**src/rtl/shared_pkg.sv**
```systemverilog
// Shared FIFO sizing and status types used by the sync_fifo RTL and its bench.
package shared_pkg;

    localparam int FIFO_WIDTH_DEF = 16;
    localparam int FIFO_DEPTH_DEF = 8;

    // Per-cycle event flags, registered once per request edge.
    typedef struct packed {
        logic wr_ack;
        logic overflow;
        logic underflow;
    } fifo_evt_t;

    typedef enum logic [1:0] {
        CNT_HOLD = 2'b00,
        CNT_INC  = 2'b01,
        CNT_DEC  = 2'b10
    } cnt_op_t;

    // Accepted write alone grows the occupancy, accepted read alone shrinks it.
    function automatic cnt_op_t count_op(input logic wr_accept, input logic rd_accept);
        cnt_op_t op;
        op = CNT_HOLD;
        if (wr_accept && !rd_accept) op = CNT_INC;
        if (rd_accept && !wr_accept) op = CNT_DEC;
        return op;
    endfunction

endpackage

```
**src/rtl/fifo_mem.sv**
```systemverilog
// FIFO storage array: synchronous write port, combinational read port.
module fifo_mem #(
    parameter int WIDTH = 16,
    parameter int DEPTH = 8,
    localparam int AW   = $clog2(DEPTH)
) (
    input  logic             clk,
    input  logic             wr_en,
    input  logic [AW-1:0]    wr_addr,
    input  logic [WIDTH-1:0] wr_data,
    input  logic [AW-1:0]    rd_addr,
    output logic [WIDTH-1:0] rd_data
);

    logic [WIDTH-1:0] mem [DEPTH];

    // NOTE: storage has no reset; contents are only meaningful behind the pointers,
    // and leaving it out lets the array map onto plain flops or RAM without a reset tree.
    // NOTE: sequential state is always written with non-blocking assignments so
    // every flop samples pre-edge values regardless of process ordering.
    always_ff @(posedge clk) begin
        if (wr_en) begin
            mem[wr_addr] <= wr_data;
        end
    end

    assign rd_data = mem[rd_addr];

endmodule

```
**src/rtl/sync_fifo.sv**
```systemverilog
// Single-clock FIFO with registered read data and per-cycle status events.
module sync_fifo
    import shared_pkg::*;
#(
    parameter int FIFO_WIDTH = FIFO_WIDTH_DEF,
    parameter int FIFO_DEPTH = FIFO_DEPTH_DEF
) (
    input  logic                  clk,
    input  logic                  rst_n,
    input  logic                  wr_en,
    input  logic                  rd_en,
    input  logic [FIFO_WIDTH-1:0] data_in,
    output logic [FIFO_WIDTH-1:0] data_out,
    output logic                  wr_ack,
    output logic                  overflow,
    output logic                  underflow,
    output logic                  full,
    output logic                  almostfull,
    output logic                  empty,
    output logic                  almostempty
);

    localparam int AW = $clog2(FIFO_DEPTH);
    localparam int CW = AW + 1;
    localparam logic [CW-1:0] CNT_FULL  = CW'(FIFO_DEPTH);
    localparam logic [CW-1:0] CNT_AFULL = CW'(FIFO_DEPTH - 1);
    localparam logic [CW-1:0] CNT_ONE   = CW'(1);

    logic [AW-1:0]         wr_ptr;
    logic [AW-1:0]         rd_ptr;
    logic [CW-1:0]         count;
    logic                  wr_accept;
    logic                  rd_accept;
    fifo_evt_t             evt_d;
    fifo_evt_t             evt_q;
    logic [FIFO_WIDTH-1:0] mem_rd_data;

    assign full        = (count == CNT_FULL);
    assign almostfull  = (count == CNT_AFULL);
    assign empty       = (count == '0);
    assign almostempty = (count == CNT_ONE);

    // NOTE: every always_comb output gets a default first so no path leaves it
    // unassigned, which would otherwise infer a latch.
    always_comb begin
        wr_accept       = 1'b0;
        rd_accept       = 1'b0;
        evt_d           = '0;
        wr_accept       = wr_en && !full;
        rd_accept       = rd_en && !empty;
        evt_d.wr_ack    = wr_accept;
        evt_d.overflow  = wr_en && full;
        evt_d.underflow = rd_en && empty;
    end

    fifo_mem #(
        .WIDTH (FIFO_WIDTH),
        .DEPTH (FIFO_DEPTH)
    ) u_mem (
        .clk     (clk),
        .wr_en   (wr_accept),
        .wr_addr (wr_ptr),
        .wr_data (data_in),
        .rd_addr (rd_ptr),
        .rd_data (mem_rd_data)
    );

    always_ff @(posedge clk or negedge rst_n) begin
        if (!rst_n) begin
            wr_ptr   <= '0;
            rd_ptr   <= '0;
            count    <= '0;
            data_out <= '0;
            evt_q    <= '0;
        end else begin
            evt_q <= evt_d;
            if (wr_accept) begin
                wr_ptr <= wr_ptr + 1'b1;
            end
            // Read data is taken straight from the array; no bypass of a same-cycle write.
            if (rd_accept) begin
                rd_ptr   <= rd_ptr + 1'b1;
                data_out <= mem_rd_data;
            end
            case (count_op(wr_accept, rd_accept))
                CNT_INC: count <= count + 1'b1;
                CNT_DEC: count <= count - 1'b1;
                default: count <= count;
            endcase
        end
    end

    assign wr_ack    = evt_q.wr_ack;
    assign overflow  = evt_q.overflow;
    assign underflow = evt_q.underflow;

    a_count_range : assert property (@(posedge clk) disable iff (!rst_n) count <= CNT_FULL);
    a_flags_excl  : assert property (@(posedge clk) disable iff (!rst_n) !(full && empty));

endmodule

```
**config.mk**
```make
export PLATFORM = sky130hd
export DESIGN_NAME = sync_fifo
export DESIGN_NICKNAME = d
export VERILOG_FILES = /design/src/rtl/shared_pkg.sv /design/src/rtl/fifo_mem.sv /design/src/rtl/sync_fifo.sv
export SDC_FILE = /design/constraint.sdc
export NUM_CORES = 1
export LEC_CHECK = 0
export CAP_MARGIN = 20
export CORE_MARGIN = 2
export CORE_UTILIZATION = 44
export CTS_BUF_LIST = sky130_fd_sc_hd__clkbuf_2
export DETAILED_ROUTE_END_ITERATION = 8
export GPL_ROUTABILITY_DRIVEN = 0
export PLACE_DENSITY = 0.61
export REMOVE_ABC_BUFFERS = 1
export SYNTH_ARGS = -nofsm -noshare
export SYNTH_HDL_FRONTEND = slang
export SYNTH_SLANG_ARGS = --single-unit
export TNS_END_PERCENT = 5
```
**constraint.sdc**
```tcl
create_clock -name clk -period 3.9 [get_ports clk]
set_clock_uncertainty 0.2 [all_clocks]
set_input_delay 0.39 -clock clk [delete_from_list [all_inputs] [get_ports clk]]
set_output_delay 0.39 -clock clk [all_outputs]
set_load 0.05 [all_outputs]
```
==> results.py, run 1 <==
metrics = {
    "critical_path": {
        "critPathKind": "reg2out",
        "cp-start-kind": "register",
        "crit_required_ns": 3.31,
        "reg2reg_from": "count[0]$_DFFE_PN0P_",
        "endpoint_kind": "output port",
        "critPathMaxFanout": 20,
        "worstRegToRegCells": 10,
        "r2r_slack_ns": 1.19,
        "arrival_ns": 2.79,
        "timing.rr.end": "count[3]$_DFFE_PN0P_",
    },
    "synthesis": {
        "yosysSeqAreaShare_pct": 72.6,
        "syn-cell-area_sq_um": 6290,
        "yosys.cell_types.count": 32,
        "synthCells": 360,
        "yosysWarningCount": 0,
        "synth_area_per_cell_sq_um": 17.5,
        "ys_seq_elements": 157,
    },
    "clocking": {
        "tritoncts": "done",
        "cts_sinks": 157,
        "h-tree-depth": 4,
        "root_buffer": "clkbuf_2",
        "clock_path_buffers": 2,
        "cts_made_buffers": 17,
        "insertion_delay_ns": 0.69,
        "ctsHoldBuffers": 1,
        "cts_resized": 0,
        "post_cts_buffers": 0,
        "clk_pin_slew_worst_paths_ns": 0.21,
    },
    "routing": {
        "routedWlPerCell_microns": 20.4,
        "first_iter_violations": 176,
        "ant_nets": 0,
        "routed-via-count": 3276,
        "firstDrtPassIters": 4,
        "viasPerCell": 5.34,
        "post-route-drc-count": 0,
        "wirelength_microns": 12500,
    },
    "power": {
        "power.share.sequential_pct": 46.7,
        "p_sw_share_pct": 37.8,
        "internal_power_mw": 3.21,
        "peakVddDrop_mv": 0.306,
        "clockPowerShare_pct": 14.4,
        "comb_power_share_pct": 38.9,
        "p_leak_nw": 2.54,
        "power_per_cell_area_nw_per_um2": 721,
        "switchingPower_mw": 1.95,
    },
    "floorplanning": {
        "core_area_sq_um": 13900,
        "fp.dieArea_sq_um": 15300,
        "die_x_microns": 124,
        "chipHeight_microns": 124,
        "rows": 43,
        "initial_core_util_pct": 45.2,
        "boundaryPins": 43,
    },
    "global_route": {
        "grt_max_degree": 38,
        "grt_pass1_wl_microns": 19100,
        "gr-total-overflow": 0,
        "grt_pass1_vias": 3332,
        "antenna_found_initial": 0,
        "grt_use_total_pct": 17.8,
    },
    "final_layout": {
        "flow.area_growth_from_synthesis_pct": 13.7,
        "drive_gt1_share_pct": 20.5,
        "nFillCells": 1167,
        "multi_input_area_sq_um": 1580,
        "diodes": 0,
        "fin_area_sq_um": 7150,
        "layout.nets": 447,
        "register_area_sq_um": 4570,
    },
    "placement": {
        "port_buffers": 42,
        "preCtsSetupSlack_ns": 1.21,
        "dp_hpwl_microns": 7210,
        "dpl_cell_area_sq_um": 6960,
    },
    "hold_path": {
        "hp-class": "in2reg",
        "hp-start": "wr_en",
        "hold_end": "overflow$_DFF_PN0_",
        "hold_depth": 2,
    },
    "timing": {
        "post-route-min-period_ns": 3.38,
        "worst_slack_ns": 0.515,
        "setup-violations-final": 0,
        "hold_viol_final": 0,
        "max_freq_mhz": 295,
        "tightest_slew_ns": 0.947,
        "period_share_pct": 86.8,
        "final_max_slew_viol_count": 0,
        "rsz0062_at_grt": "no",
        "slew_headroom_pct": 36.9,
    },
    "job": {
        "maxCapViolCount": 0,
    },
    "outcome": {
        "outcome": "finished clean",
    },
}
==> synth_stat cells <==
master | instances | area share [%]
o21ai_1 | 6 | 0.48
a22o_1 | 16 | 2.2
mux2_1 | 10 | 1.8
o21ai_0 | 11 | 0.87
buf_8 | 2 | 0.48
nand3b_1 | 3 | 0.36
clkbuf_1 | 3 | 0.18
nand2b_1 | 4 | 0.40
o22ai_1 | 16 | 1.6
mux2i_1 | 33 | 5.2
and2_1 | 2 | 0.20
mux2_2 | 24 | 4.3
buf_6 | 4 | 0.72
nor3b_1 | 2 | 0.24
buf_2 | 7 | 0.56
nor3_1 | 2 | 0.16
dfrtp_1 | 29 | 12
ha_1 | 6 | 1.2
a21oi_2 | 1 | 0.14
xor2_1 | 2 | 0.28
nand2_1 | 5 | 0.30
inv_1 | 5 | 0.30
xnor2_1 | 6 | 0.83
or4b_1 | 1 | 0.16
o31ai_2 | 16 | 3.2
edfxtp_1 | 128 | 61
nand4b_1 | 1 | 0.14
nor2b_1 | 1 | 0.099
inv_2 | 1 | 0.060
nor2_1 | 9 | 0.54
buf_4 | 2 | 0.24
nand3_1 | 2 | 0.16
==> logic make-up after synthesis <==
family	count (synthesis)	share of synthesized area, %
flops	157	72.6
mux	67	11.3
compound gates	66	8.49
simple gates	32	2.74
buf+inv	24	2.52
xor+xnor	8	1.11
fa+ha+maj	6	1.19
==> per-layer routing <==
layer	up-vias	global-route usage, %	wire, microns	part of all wire [%]
met2	47	29.6	6390	51
li1	1533	-	-	-
met3	11	4.58	408	3.3
met1	1685	23.2	5580	45
met5	-	0	0	0
met4	0	5.11	116	0.93
==> cell type report <==
class / instances / area share, %
Sequential cell: 157 / 63.9
Multi-Input combinational cell: 179 / 22.1
Timing Repair Buffer: 60 / 7.98
Tap cell: 180 / 3.15
Clock buffer: 21 / 1.47
Clock inverter: 11 / 1.07
Inverter: 6 / 0.315
==> state kept, by name, summed over array words and instances, names as in the netlist <==
signal	flops
count	4
data_out	16
overflow	1
rd_ptr	3
u_mem.mem	128
underflow	1
wr_ack	1
wr_ptr	3
==> power by group through the flow <==
| stage | combinational, mW | sequential [mW] | clock [mW] |
|---|---|---|---|
| 2_1_floorplan | 1.04 | 2.75 | 0 |
| 3_3_place_gp | 2.00 | 2.44 | 0 |
| 3_5_place_dp | 2.03 | 2.45 | 0 |
| 4_1_cts | 2.04 | 2.41 | 0.772 |
| 5_1_grt | 2.15 | 2.45 | 0.848 |
| 6_report | 2.00 | 2.41 | 0.743 |
==> worst max path at each step <==
stage / start / end / slack (ns) / cells past startpoint
floorplan: count[0]$_DFFE_PN0P_ / count[3]$_DFFE_PN0P_ / -0.65 / 9
global placement: count[0]$_DFFE_PN0P_ / count[3]$_DFFE_PN0P_ / 1.33 / 10
detailed placement: count[0]$_DFFE_PN0P_ / count[3]$_DFFE_PN0P_ / 1.21 / 10
CTS: count[0]$_DFFE_PN0P_ / empty / 0.43 / 5
global route: count[0]$_DFFE_PN0P_ / empty / 0.29 / 5
finish: count[0]$_DFFE_PN0P_ / empty / 0.52 / 5
==> worst max-delay path, cell delays in order, from the launching register on <==
cell,delay [ns]
dfrtp_1,0.50
inv_1,0.10
ha_1,0.19
nor3b_2,0.17
buf_4,0.29
clkdlybuf4s50_1,0.85
==> cells in the final DEF (no fill, tap or decap), drive strengths merged <==
cell | netlist | layout
edfxtp | 128 | 128
clkdlybuf4s50 | 0 | 42
mux2 | 34 | 34
mux2i | 33 | 33
dfrtp | 29 | 29
clkbuf | 3 | 21
buf | 15 | 17
o21ai | 17 | 17
o22ai | 16 | 16
a22o | 16 | 16
o31ai | 16 | 16
nor2 | 9 | 9
clkinv | 0 | 8
xnor2 | 6 | 6
ha | 6 | 6
inv | 6 | 6
nand2 | 5 | 5
nand2b | 4 | 4
nand3b | 3 | 3
nand3 | 2 | 2
nor3 | 2 | 2
and2 | 2 | 2
xor2 | 2 | 2
clkinvlp | 0 | 2
nor3b | 2 | 2
nor2b | 1 | 1
nand4b | 1 | 1
or4b | 1 | 1
a21oi | 1 | 1
bufinv | 0 | 1
dlygate4sd3 | 0 | 1
==> per-stage QoR <==
| stage | utilization, % | TNS [ns] | power, mW | cells | hold WS, ns |
|---|---|---|---|---|---|
| finish | 51.3 | 0 | 5.16 | 614 | 0.148 |
| global route | 51.3 | 0 | 5.45 | 614 | 0.0759 |
| CTS | 51.3 | 0 | 5.22 | 614 | 0.0823 |
| detailed placement | 50.0 | 0 | 4.48 | 581 | 0.316 |
| global placement | 50.0 | 0 | 4.44 | 581 | 0.317 |
| floorplan | - | -3.21 | 3.79 | 342 | -0.106 |
Note: power is estimated with default switching activity, not from simulation.
==> run 2, diff against run 1 <==
--- a/config.mk
+++ b/config.mk
@@ -13,6 +13,7 @@
 export GPL_ROUTABILITY_DRIVEN = 0
 export PLACE_DENSITY = 0.61
 export REMOVE_ABC_BUFFERS = 1
+export SLEW_MARGIN = 5
 export SYNTH_ARGS = -nofsm -noshare
 export SYNTH_HDL_FRONTEND = slang
 export SYNTH_SLANG_ARGS = --single-unit
==> results of run 2 <==
No change in the layout: final DEF, timing and power equal those of run 1.
==> run 3, diff against run 2 <==
--- a/config.mk
+++ b/config.mk
@@ -5,6 +5,7 @@
 export SDC_FILE = /design/constraint.sdc
 export NUM_CORES = 1
 export LEC_CHECK = 0
+export ABC_AREA = 1
 export CAP_MARGIN = 20
 export CORE_MARGIN = 2
 export CORE_UTILIZATION = 44
==> constraint.sdc (replaced) <==
create_clock -name clk -period 4.35 [get_ports clk]
set_clock_uncertainty 0.2 [all_clocks]
set_input_delay 0.435 -clock clk [delete_from_list [all_inputs] [get_ports clk]]
set_output_delay 0.435 -clock clk [all_outputs]
set_load 0.05 [all_outputs]
==> run 3 against run 2 <==
  * Global-route usage rose by 2.2 points
  * Register-to-register slack improved by 0.51 ns
  * Synthesized cell count rose by 78%
  * Via count rose by 36%
  * Sequential share of layout area fell by 3.9 points
  * Final area rose by 6.5%
  * Setup slack improved by 0.64 ns
  * Combinational power barely moved
==> results.py, run 3 <==
metrics = {
    "outcome": {
        "outcome": "finished clean",
    },
    "floorplanning": {
        "boundaryPins": 43,
        "initial_core_util_pct": 44.6,
        "chipHeight_microns": 128,
        "fp.dieArea_sq_um": 16300,
        "die_x_microns": 128,
        "rows": 45,
        "core_area_sq_um": 15100,
    },
    "clocking": {
        "clock_path_buffers": 2,
        "cts_resized": 0,
        "clk_pin_slew_worst_paths_ns": 0.21,
        "root_buffer": "clkbuf_2",
        "cts_sinks": 157,
        "h-tree-depth": 4,
        "cts_made_buffers": 17,
        "insertion_delay_ns": 0.70,
        "post_cts_buffers": 0,
        "tritoncts": "done",
    },
    "power": {
        "comb_power_share_pct": 40.2,
        "internal_power_mw": 2.93,
        "clockPowerShare_pct": 17.2,
        "power.share.sequential_pct": 42.6,
        "p_sw_share_pct": 40.8,
        "p_leak_nw": 3.37,
        "power_per_cell_area_nw_per_um2": 649,
        "p_total_mw": 4.95,
        "peakVddDrop_mv": 0.389,
        "switchingPower_mw": 2.02,
    },
    "timing": {
        "slew_headroom_pct": 53.1,
        "period_share_pct": 73.4,
        "rsz0062_at_grt": "no",
        "setup-violations-final": 0,
        "setup_tns_ns": 0,
        "post-route-min-period_ns": 3.19,
        "final_max_slew_viol_count": 0,
        "tightest_slew_ns": 0.703,
        "max_freq_mhz": 313,
        "hold_viol_final": 0,
        "whs_ns": 0.121,
        "worst_slack_ns": 1.16,
    },
    "synthesis": {
        "synth_most_common_cell": "nand2_1",
        "synth_top_cell_by_area": "edfxtp_1",
        "synth-edff-count": 128,
        "synthCells": 641,
        "yosysWarningCount": 0,
        "yosysSeqAreaShare_pct": 67.9,
        "syn-cell-area_sq_um": 6730,
        "synth_area_per_cell_sq_um": 10.5,
        "ys_seq_elements": 157,
        "synthFlopType": "edfxtp_1",
        "synthTopCellsByArea": "edfxtp_1 (57%), nand2_1 (12%), dfrtp_1 (11%)",
        "synthDominantCellAreaShare_pct": 57.1,
        "synth_async_sr_flop_share_pct": 18.5,
        "yosys.cell_types.count": 27,
        "netlist_top_cells_count": "nand2_1 (207), edfxtp_1 (128), inv_1 (110)",
    },
    "hold_path": {
        "hold_end": "underflow$_DFF_PN0_",
        "hp-start": "rd_en",
        "hold_depth": 3,
        "hp-class": "in2reg",
    },
    "global_route": {
        "grtUsageMet1_pct": 29.0,
        "grt_pass1_wl_microns": 24200,
        "use_met3_pct": 4.92,
        "grt_max_degree": 66,
        "grt.busiest_layer": "met2",
        "grt_pass1_vias": 4439,
        "grt_use_total_pct": 20.0,
        "use_met2_pct": 29.8,
        "antenna_found_initial": 0,
        "gr-total-overflow": 0,
    },
    "final_layout": {
        "reg_top3": "u_mem.mem: 128 flops, data_out: 16 flops, count: 4 flops",
        "regMostFlops": "u_mem.mem",
        "final_core_util_pct": 50.5,
        "diodes": 0,
        "fin_area_sq_um": 7620,
        "layout.nets": 717,
        "final_cell_mix": "nand2_1 (207), edfxtp_1 (128), inv_1 (110)",
        "flow.area_growth_from_synthesis_pct": 13.2,
        "drive_gt1_share_pct": 7.95,
        "largest_register_ffs": 128,
        "final_common_cell": "nand2_1",
        "multi_input_area_sq_um": 1550,
        "nFillCells": 1405,
        "fin_cells": 892,
        "register_area_sq_um": 4570,
    },
    "routing": {
        "viasPerCell": 5.01,
        "routedWlPerCell_microns": 17.0,
        "firstDrtPassIters": 5,
        "routed-via-count": 4471,
        "wirelength_microns": 15100,
        "ant_nets": 0,
        "first_iter_violations": 509,
        "post-route-drc-count": 0,
    },
    "critical_path": {
        "critical-path-top-delay-family": "buffers and inverters",
        "crit_required_ns": 3.71,
        "endpoint_kind": "output port",
        "arrival_ns": 2.56,
        "critPathKind": "reg2out",
        "cpMaxStageDelayCell": "clkdlybuf4s50_1",
        "crit_buf_inv": 3,
        "worstRegToRegCells": 12,
        "timing.rr.end": "count[3]$_DFFE_PN0P_",
        "path_cells": "inv_1 > ha_1 > nand3_2 > inv_1 > clkdlybuf4s50_1",
        "critPathMaxFanout": 6,
        "r2r_slack_ns": 1.70,
        "crit_top_cell": "inv_1",
        "crit_path_max_incr_delay_ns": 0.79,
        "reg2reg_from": "count[0]$_DFFE_PN0P_",
        "cp-start-kind": "register",
    },
    "placement": {
        "dp_hpwl_microns": 10000,
        "dpl_cell_area_sq_um": 7280,
        "port_buffers": 42,
        "dp.cells": 854,
        "preCtsSetupSlack_ns": 1.68,
    },
    "job": {
        "maxCapViolCount": 0,
    },
}
run 3: cell types whose count changed after synthesis, sizes merged, moves of 13 or more:
cell and delta:
o31ai -16, mux2 -34, o22ai -15, mux2i -33
nand3 +97, inv +109, a22o -16, nand2 +205
o21ai -13
run 3: timing repair:
item | in CTS | in global routing
hold endpoints to repair | 30 | 0
setup endpoints to repair | 0 | 0
hold buffers | 4 | 0
run 3: cell families (layout without fill, tap and decap cells):
| group | count (synthesis) | after routing | share of synthesized area, % |
|---|---|---|---|
| AOI/OAI and AO/OA | 6 | 6 | 0.502 |
| xor gates and xnor gates | 6 | 6 | 0.893 |
| DFF | 157 | 157 | 67.9 |
| and+or+nand+nor | 323 | 323 | 20.6 |
| adders and majority gates | 6 | 6 | 1.12 |
| buffers and inverters | 143 | 206 | 9.04 |
run 3: worst max path at each step:
stage	depth (start not counted)	startpoint	to	slack, ns
after floorplan	7	rd_ptr[0]$_DFFE_PN0P_	data_out[0]$_DFFE_PN0P_	1.64
after global placement	9	rd_en	count[3]$_DFFE_PN0P_	1.70
after detailed placement	9	rd_en	count[3]$_DFFE_PN0P_	1.68
after CTS	5	count[0]$_DFFE_PN0P_	full	1.06
after global routing	5	count[0]$_DFFE_PN0P_	full	0.94
final	5	count[0]$_DFFE_PN0P_	full	1.16
run 3: tightest hold or removal path: cells and delay by family:
kind                   cells  cell delay, ns
buffers and inverters      2            0.54
AND/OR/NAND/NOR            1            0.04
run 3: power by group through the flow:
| stage | Clock, mW | Sequential (mW) | Combinational (mW) |
|---|---|---|---|
| 2_1_floorplan | 0 | 2.45 | 0.938 |
| 3_3_place_gp | 0 | 2.13 | 1.93 |
| 3_5_place_dp | 0 | 2.14 | 1.94 |
| 4_1_cts | 0.885 | 2.11 | 1.96 |
| 5_1_grt | 0.944 | 2.14 | 2.21 |
| 6_report | 0.853 | 2.11 | 1.99 |
run 3: cell type report:
cell class	count	area share, %
inverters	116	5.72
clock buffers	22	1.45
multi-input cells	341	20.4
clock inverters	10	1.94
repair buffers	58	7.42
flip-flops and latches	157	60.0
well taps	188	3.09
run 3: per-layer routing:
layer | vias to the layer above | wire length [microns]
met5 | - | 0
met3 | 19 | 1070
li1 | 2144 | -
met1 | 2146 | 7150
met4 | 0 | 217
met2 | 162 | 6700
